`src/rtl/store_buffer_pkg.sv`:
```
// Shared types and constants for the store buffer and its FIFO.
package store_buffer_pkg;

  localparam int unsigned SB_DEPTH = 4;
  localparam int unsigned ADDR_W   = 32;
  localparam int unsigned DATA_W   = 32;
  localparam int unsigned TAG_W    = 30;

  typedef enum logic [1:0] {
    IDLE  = 2'd0,
    WRITE = 2'd1,
    READ  = 2'd2,
    RESP  = 2'd3
  } sb_state_t;

  typedef struct packed {
    logic [TAG_W-1:0]  tag;
    logic [DATA_W-1:0] data;
  } sb_entry_t;

endpackage

```
`src/rtl/store_buffer_fifo.sv`:
```
// Circular store FIFO with a youngest-match associative lookup for load forwarding.
module store_fifo
  import store_buffer_pkg::*;
#(
  parameter int unsigned DEPTH = SB_DEPTH
) (
  input  logic              clk,
  input  logic              reset,
  input  logic              enq,
  input  logic [TAG_W-1:0]  enq_tag,
  input  logic [DATA_W-1:0] enq_data,
  input  logic              deq,
  input  logic [TAG_W-1:0]  lookup_tag,
  output logic              full_c,
  output logic              empty_c,
  output logic [TAG_W-1:0]  head_tag_c,
  output logic [DATA_W-1:0] head_data_c,
  output logic              hit_c,
  output logic [DATA_W-1:0] hit_data_c
);

  localparam int unsigned PTR_W = (DEPTH > 1) ? $clog2(DEPTH) : 1;
  localparam int unsigned CNT_W = $clog2(DEPTH + 1);

  sb_entry_t        mem [DEPTH];
  logic [PTR_W-1:0] wr_ptr;
  logic [PTR_W-1:0] rd_ptr;
  logic [CNT_W-1:0] count;
  logic [PTR_W-1:0] idx;
  logic             enq_ok;
  logic             deq_ok;

  assign full_c      = (count == CNT_W'(DEPTH));
  assign empty_c     = (count == '0);
  assign enq_ok      = enq && !full_c;
  assign deq_ok      = deq && !empty_c;
  assign head_tag_c  = mem[rd_ptr].tag;
  assign head_data_c = mem[rd_ptr].data;

  // Power-of-two depth lets the pointers wrap by natural overflow.
  always_ff @(posedge clk or posedge reset) begin
    if (reset) begin
      wr_ptr <= '0;
      rd_ptr <= '0;
      count  <= '0;
    end else begin
      if (enq_ok) wr_ptr <= wr_ptr + PTR_W'(1);
      if (deq_ok) rd_ptr <= rd_ptr + PTR_W'(1);
      case ({enq_ok, deq_ok})
        2'b10:   count <= count + CNT_W'(1);
        2'b01:   count <= count - CNT_W'(1);
        default: count <= count;
      endcase
    end
  end

  always_ff @(posedge clk) begin
    if (enq_ok) mem[wr_ptr] <= '{tag: enq_tag, data: enq_data};
  end

  // Scan oldest to youngest so the last match seen is the youngest.
  always_comb begin
    hit_c      = 1'b0;
    hit_data_c = '0;
    idx        = '0;
    for (int unsigned i = 0; i < DEPTH; i++) begin
      idx = rd_ptr + PTR_W'(i);
      if ((CNT_W'(i) < count) && (mem[idx].tag == lookup_tag)) begin
        hit_c      = 1'b1;
        hit_data_c = mem[idx].data;
      end
    end
  end

endmodule

```
`src/rtl/store_buffer.sv`:
```
// CPU-side store buffer: queues stores, forwards load hits, and owns the single memory port.
module store_buffer
  import store_buffer_pkg::*;
#(
  parameter int unsigned DEPTH = SB_DEPTH
) (
  input  logic        clk,
  input  logic        reset,
  input  logic        memwrite,
  input  logic        memread,
  input  logic [31:0] addr,
  input  logic [31:0] writedata,
  output logic [31:0] readdata,
  output logic        stall,
  output logic        mem_req,
  output logic        mem_we,
  output logic [31:0] mem_addr,
  output logic [31:0] mem_wdata,
  input  logic        mem_ack,
  input  logic [31:0] mem_rdata
);

  sb_state_t         state;
  logic [DATA_W-1:0] rdata_q;
  logic              fifo_full_c;
  logic              fifo_empty_c;
  logic [TAG_W-1:0]  head_tag_c;
  logic [DATA_W-1:0] head_data_c;
  logic              hit_c;
  logic [DATA_W-1:0] hit_data_c;
  logic              store_c;
  logic              miss_c;
  logic              unused_addr_bits;

  assign unused_addr_bits = ^addr[1:0];

  // A simultaneous load wins; the store is dropped.
  assign store_c  = memwrite && !memread;
  assign miss_c   = memread && !hit_c;
  assign stall    = (store_c && fifo_full_c) || (miss_c && (state != RESP));
  assign readdata = (state == RESP) ? rdata_q : hit_data_c;

  store_fifo #(.DEPTH(DEPTH)) u_fifo (
    .clk         (clk),
    .reset       (reset),
    .enq         (store_c),
    .enq_tag     (addr[31:2]),
    .enq_data    (writedata),
    .deq         ((state == WRITE) && mem_ack),
    .lookup_tag  (addr[31:2]),
    .full_c      (fifo_full_c),
    .empty_c     (fifo_empty_c),
    .head_tag_c  (head_tag_c),
    .head_data_c (head_data_c),
    .hit_c       (hit_c),
    .hit_data_c  (hit_data_c)
  );

  // Memory port sequencer; load misses outrank drains when leaving IDLE.
  always_ff @(posedge clk or posedge reset) begin
    if (reset) begin
      state     <= IDLE;
      mem_req   <= 1'b0;
      mem_we    <= 1'b0;
      mem_addr  <= '0;
      mem_wdata <= '0;
      rdata_q   <= '0;
    end else begin
      case (state)
        IDLE: begin
          if (miss_c) begin
            state    <= READ;
            mem_req  <= 1'b1;
            mem_we   <= 1'b0;
            mem_addr <= {addr[31:2], 2'b00};
          end else if (!fifo_empty_c) begin
            state     <= WRITE;
            mem_req   <= 1'b1;
            mem_we    <= 1'b1;
            mem_addr  <= {head_tag_c, 2'b00};
            mem_wdata <= head_data_c;
          end
        end
        WRITE: begin
          if (mem_ack) begin
            state   <= IDLE;
            mem_req <= 1'b0;
          end
        end
        READ: begin
          if (mem_ack) begin
            state   <= RESP;
            mem_req <= 1'b0;
            rdata_q <= mem_rdata;
          end
        end
        RESP: state <= IDLE;
        default: begin
          state   <= IDLE;
          mem_req <= 1'b0;
        end
      endcase
    end
  end

endmodule

```
`config.mk`:
```
export PLATFORM = sky130hd
export DESIGN_NAME = store_buffer
export DESIGN_NICKNAME = d
export VERILOG_FILES = /design/src/rtl/store_buffer_pkg.sv /design/src/rtl/store_buffer_fifo.sv /design/src/rtl/store_buffer.sv
export SDC_FILE = /design/constraint.sdc
export NUM_CORES = 1
export LEC_CHECK = 0
export CAP_MARGIN = 20
export CORE_MARGIN = 4
export CORE_UTILIZATION = 40
export CTS_CLUSTER_SIZE = 24
export DETAILED_ROUTE_END_ITERATION = 7
export GPL_TIMING_DRIVEN = 0
export SLEW_MARGIN = 20
export SYNTH_ARGS = -nofsm -noshare
export SYNTH_HDL_FRONTEND = slang
export SYNTH_SLANG_ARGS = --single-unit
```
`constraint.sdc`:
```
create_clock -name clk -period 6 [get_ports clk]
set_input_delay 1.5 -clock clk [delete_from_list [all_inputs] [get_ports clk]]
set_output_delay 1.5 -clock clk [all_outputs]
set_load 0.005 [all_outputs]
```
==> results.sh, run 1 <==
export IMPL_status="finished, violations left"
export IMPL_violations="design-rule violations, negative setup slack"
export IMPL_gr_usage_all_layers_pct=32.76
export IMPL_fmax_mhz=164.6
export IMPL_coreArea_um2=53810
export IMPL_synth_mux_area_share_pct=21.98
export IMPL_syn_cell_area_um2=21760
export IMPL_routabilityCongestion=0.9616
export IMPL_finalCriticalPeriod_ns=6.077
export IMPL_yosysTopAreaCell="edfxtp_1"
export IMPL_period_share_pct=101.3
export IMPL_cp_common_cell="buf_12"
export IMPL_holdWs_ns=0.4868
export IMPL_power_mw=15.62
export IMPL_antenna_found_initial=6
export IMPL_grt_max_degree=60
export IMPL_fp_dieW_um=241.3
export IMPL_final_cells=2926
export IMPL_seqPwrFrac_pct=22.9
export IMPL_arrival_ns=4.58
export IMPL_clockBufferDepth=3
export IMPL_vias=19060
export IMPL_ys_warn_count=0
export IMPL_rr_startpoint="u_fifo.rd_ptr[1]"
export IMPL_drc=1
export IMPL_critPathMaxStageDelay_ns=0.39
export IMPL_gr_total_overflow=0
export IMPL_critical_path_peak_fanout=7
export IMPL_synthAdderAreaFrac_pct=0.7474
export IMPL_hold_end="mem_wdata[25]"
export IMPL_critPathLaunch="u_fifo.rd_ptr[1]"
export IMPL_rsz0062_at_grt="true"
export IMPL_setup_ws_ns=-0.07662
export IMPL_rr_worst_depth=15
export IMPL_synth_compound_area_share_pct=13.76
export IMPL_wl_per_cell_um=33.63
export IMPL_crit_required_ns=4.50
export IMPL_finalNetCount=2309
export IMPL_dieHeight_um=241.3
export IMPL_dpl_worst_slack_ns=-2.009
export IMPL_r2r_setup_slack_ns=1.56
export IMPL_synth_edf_count=248
export IMPL_cts_reportedPaths_clkPinSlew_ns=0.06
export IMPL_synth_top_flop_cell="edfxtp_1"
export IMPL_p_sw_share_pct=43.03
export IMPL_ys_seq_elements=353
export IMPL_routed_wl_mm=98.42
export IMPL_holdCritStartpoint="mem_wdata[25]"
export IMPL_clock_latency_ns=0.60
export IMPL_synth_top_family_by_area="multiplexers"
export IMPL_tightestPinTransition_ns=1.121
export IMPL_power_leakage_nw=10.90
export IMPL_worstPathCellList="buf_12, buf_16, buf_16, buf_16, buf_16, buf_12, buf_6, buf_12, mux2i_4, xnor2_2, nor3_2, a31oi_2, nor4bb_4, o2111ai_4, buf_12, buf_8, buf_12, o221ai_1, nand3_1, o21a_1, dlygate4sd2_1"
export IMPL_cts_sinks=353
export IMPL_finalMaxSlewViolations=0
export IMPL_dr_pass1_iters=8
export IMPL_dp_cells=2736
export IMPL_area_delta_synth_final_pct=35.85
export IMPL_share_comb_of_total_power_pct=60.6
export IMPL_clock_power_share_pct=16.5
export IMPL_holdPathStages=1
export IMPL_htreeDepth=2
export IMPL_cts_hold_buf=0
export IMPL_start_util_pct=40.44
export IMPL_yosysSeqAreaShare_pct=46.29
export IMPL_synth_top_area_share_pct=34.22
export IMPL_cp_end_kind="output pin"
export IMPL_fin_skew_ns=0.02055
export IMPL_portBuffers=195
export IMPL_crit_slowest_cell="dfrtp_1"
export IMPL_drt_iter0_drc=2645
export IMPL_hold_viol=0
export IMPL_yosysUniqueCellTypes=78
export IMPL_cts_buffers=42
export IMPL_p_int_mw=8.900
export IMPL_placementRows=85
export IMPL_synth_xor_area_share_pct=4.427
export IMPL_synthTopCellsByArea="edfxtp_1 (34%), dfrtp_1 (12%), mux2i_1 (8.1%), mux2_2 (7.1%), mux4_2 (5.5%)"
export IMPL_critPathLaunchType="flip-flop"
export IMPL_power_switching_mw=6.723
export IMPL_synthSimpleGateAreaFrac_pct=8.164
export IMPL_max_cap_violations=0
export IMPL_powerDensity_nw_per_um2=528.4
export IMPL_boundaryPins=200
export IMPL_avgSynthCellArea_um2=11.83
export IMPL_cts_tree="yes"
export IMPL_ant_nets=0
export IMPL_maxSlewHeadroom_pct=25.30
export IMPL_crit_type="reg2out"
export IMPL_drive_above_1_share_pct=33.33
export IMPL_filler_cell_count=4512
export IMPL_root_buffer="clkbuf_16"
export IMPL_grt_pass1_vias=18280
export IMPL_finalSetupViolations=16
export IMPL_synthCells=1839
export IMPL_viasPerCell=6.515
export IMPL_grt_pass1_wl_mm=135.9
export IMPL_place_hpwl_mm=69.54
export IMPL_reg2reg_to="mem_wdata[9]"
export IMPL_dieArea_um2=58200
export IMPL_synth_async_reset_ratio_pct=29.75
export IMPL_vdd_ir_drop_worst_mv=0.3097
export IMPL_min_path_type="reg2reg"
sequential cells by signal (all words and copies together) (netlist names):
signal,count
mem_addr,30
mem_wdata,32
u_fifo.wr_ptr,2
rdata_q,32
u_fifo.rd_ptr,2
mem_req,1
u_fifo.count,3
u_fifo.mem,248
state,2
mem_we,1
cells in the mapped netlist (9+ instances only):
library cell and n:
a21oi_1 54, clkbuf_1 75, nand3_1 37, and2_1 10, o22ai_1 9, a22oi_1 11, buf_2 34, buf_6 14
mux2_1 20, ha_1 13, nand4_1 22, buf_4 17, o21ai_0 83, xnor2_1 99, nor4_1 12, nor2_1 50
dfrtp_1 105, buf_1 22, nand2b_1 30, mux2_2 137, nand2_1 148, o21a_1 31, o221ai_1 66, a221oi_1 48
xor2_1 11, edfxtp_1 248, o221a_2 30, mux4_2 53, inv_1 44, mux2i_1 177
power groups by stage:
stage | combinational (mW) | sequential [mW] | clock, mW
final | 9.47 | 3.58 | 2.57
after global placement | 7.71 | 3.60 | 0
after global routing | 9.80 | 3.62 | 2.70
after floorplan | 4.58 | 3.46 | 0
after detailed placement | 7.78 | 3.58 | 0
after CTS | 8.75 | 3.55 | 2.60
per-layer routing:
metal / GRT usage (%) / wire (µm)
met1: 48.66 / 42180
met4: 8.677 / 3028
met3: 9.711 / 11720
met5: 0 / 52
met2: 47.03 / 41430
cell usage in the layout (no fill, tap or decap), types with 21 or more instances in the layout:
cell type	n
o21a_1	30
xnor2_4	21
o21ai_0	64
mux4_2	53
clkdlybuf4s50_1	132
clkbuf_8	23
mux2i_4	29
nand4_1	22
buf_2	45
nand2b_1	30
nor2_1	48
clkbuf_1	43
clkbuf_16	55
edfxtp_1	248
xnor2_1	46
nand2_1	145
buf_4	105
dfrtp_1	104
inv_1	41
a221oi_1	38
nand3_1	37
a21oi_1	44
buf_12	33
o221a_2	30
o221ai_1	65
mux2_2	137
xnor2_2	32
mux2i_1	133
cell families (layout without fill, tap and decap cells):
group,Yosys count,count (layout)
AND/OR/NAND/NOR,363,363
multiplexers,390,390
XOR/XNOR,110,110
AO/OA/AOI/OAI,401,401
other,1,3
flip-flops,353,353
adder cells (fa/ha/maj),13,13
buffers and inverters,208,597
critical path, delay by kind of cell (launching register included):
kind            cells  cell delay (ns)
compound gates      4             0.53
xor+xnor            1             0.17
buf+inv            12             1.95
flops               1             0.39
mux                 1             0.18
simple gates        3             0.71
through the flow:
step / cell area (µm²) / TNS (ns) / utilization [%]
finish: 29570 / -0.4823 / 54.94
global route: 29560 / -1.582 / 54.94
CTS: 28600 / -0.1444 / 53.15
detailed placement: 24740 / -60.02 / 45.98
global placement: 24590 / -167.88 / 45.69
floorplan: 21770 / 0 / -
worst max path at each step:
stage	end	slack (ns)	cells past startpoint
final	readdata[11]	-0.08	21
after global routing	readdata[25]	-0.11	21
after CTS	readdata[13]	-0.06	17
after detailed placement	readdata[10]	-2.01	13
after global placement	readdata[5]	-2.02	11
after floorplan	readdata[10]	0.43	10
timing repair:
item,4_1_cts,5_1_grt
buffers inserted,64,43
resized for setup,626,118
cloned,3,3
pin swaps,61,29
endpoints found under the setup margin,33,32
layout make-up:
type | count | area [µm²] | share of cell area, %
antenna | 1 | 2.502 | 0.008464
inverter | 45 | 173.9 | 0.5882
tap | 696 | 870.8 | 2.945
clock inverter | 24 | 239.0 | 0.8083
sequential | 353 | 10080 | 34.08
buffer | 161 | 1846 | 6.242
clock buffer | 54 | 1127 | 3.813
multi-input combinational | 1279 | 12250 | 41.42
timing repair buffer | 313 | 2984 | 10.09
No activity file was read; power rests on OpenSTA's default activity.
==> run 2: changes to the inputs <==
CTS_CLUSTER_SIZE = 14   (was 24)
==> results of run 2 <==
No change in the layout: final DEF, timing and power equal those of run 1.
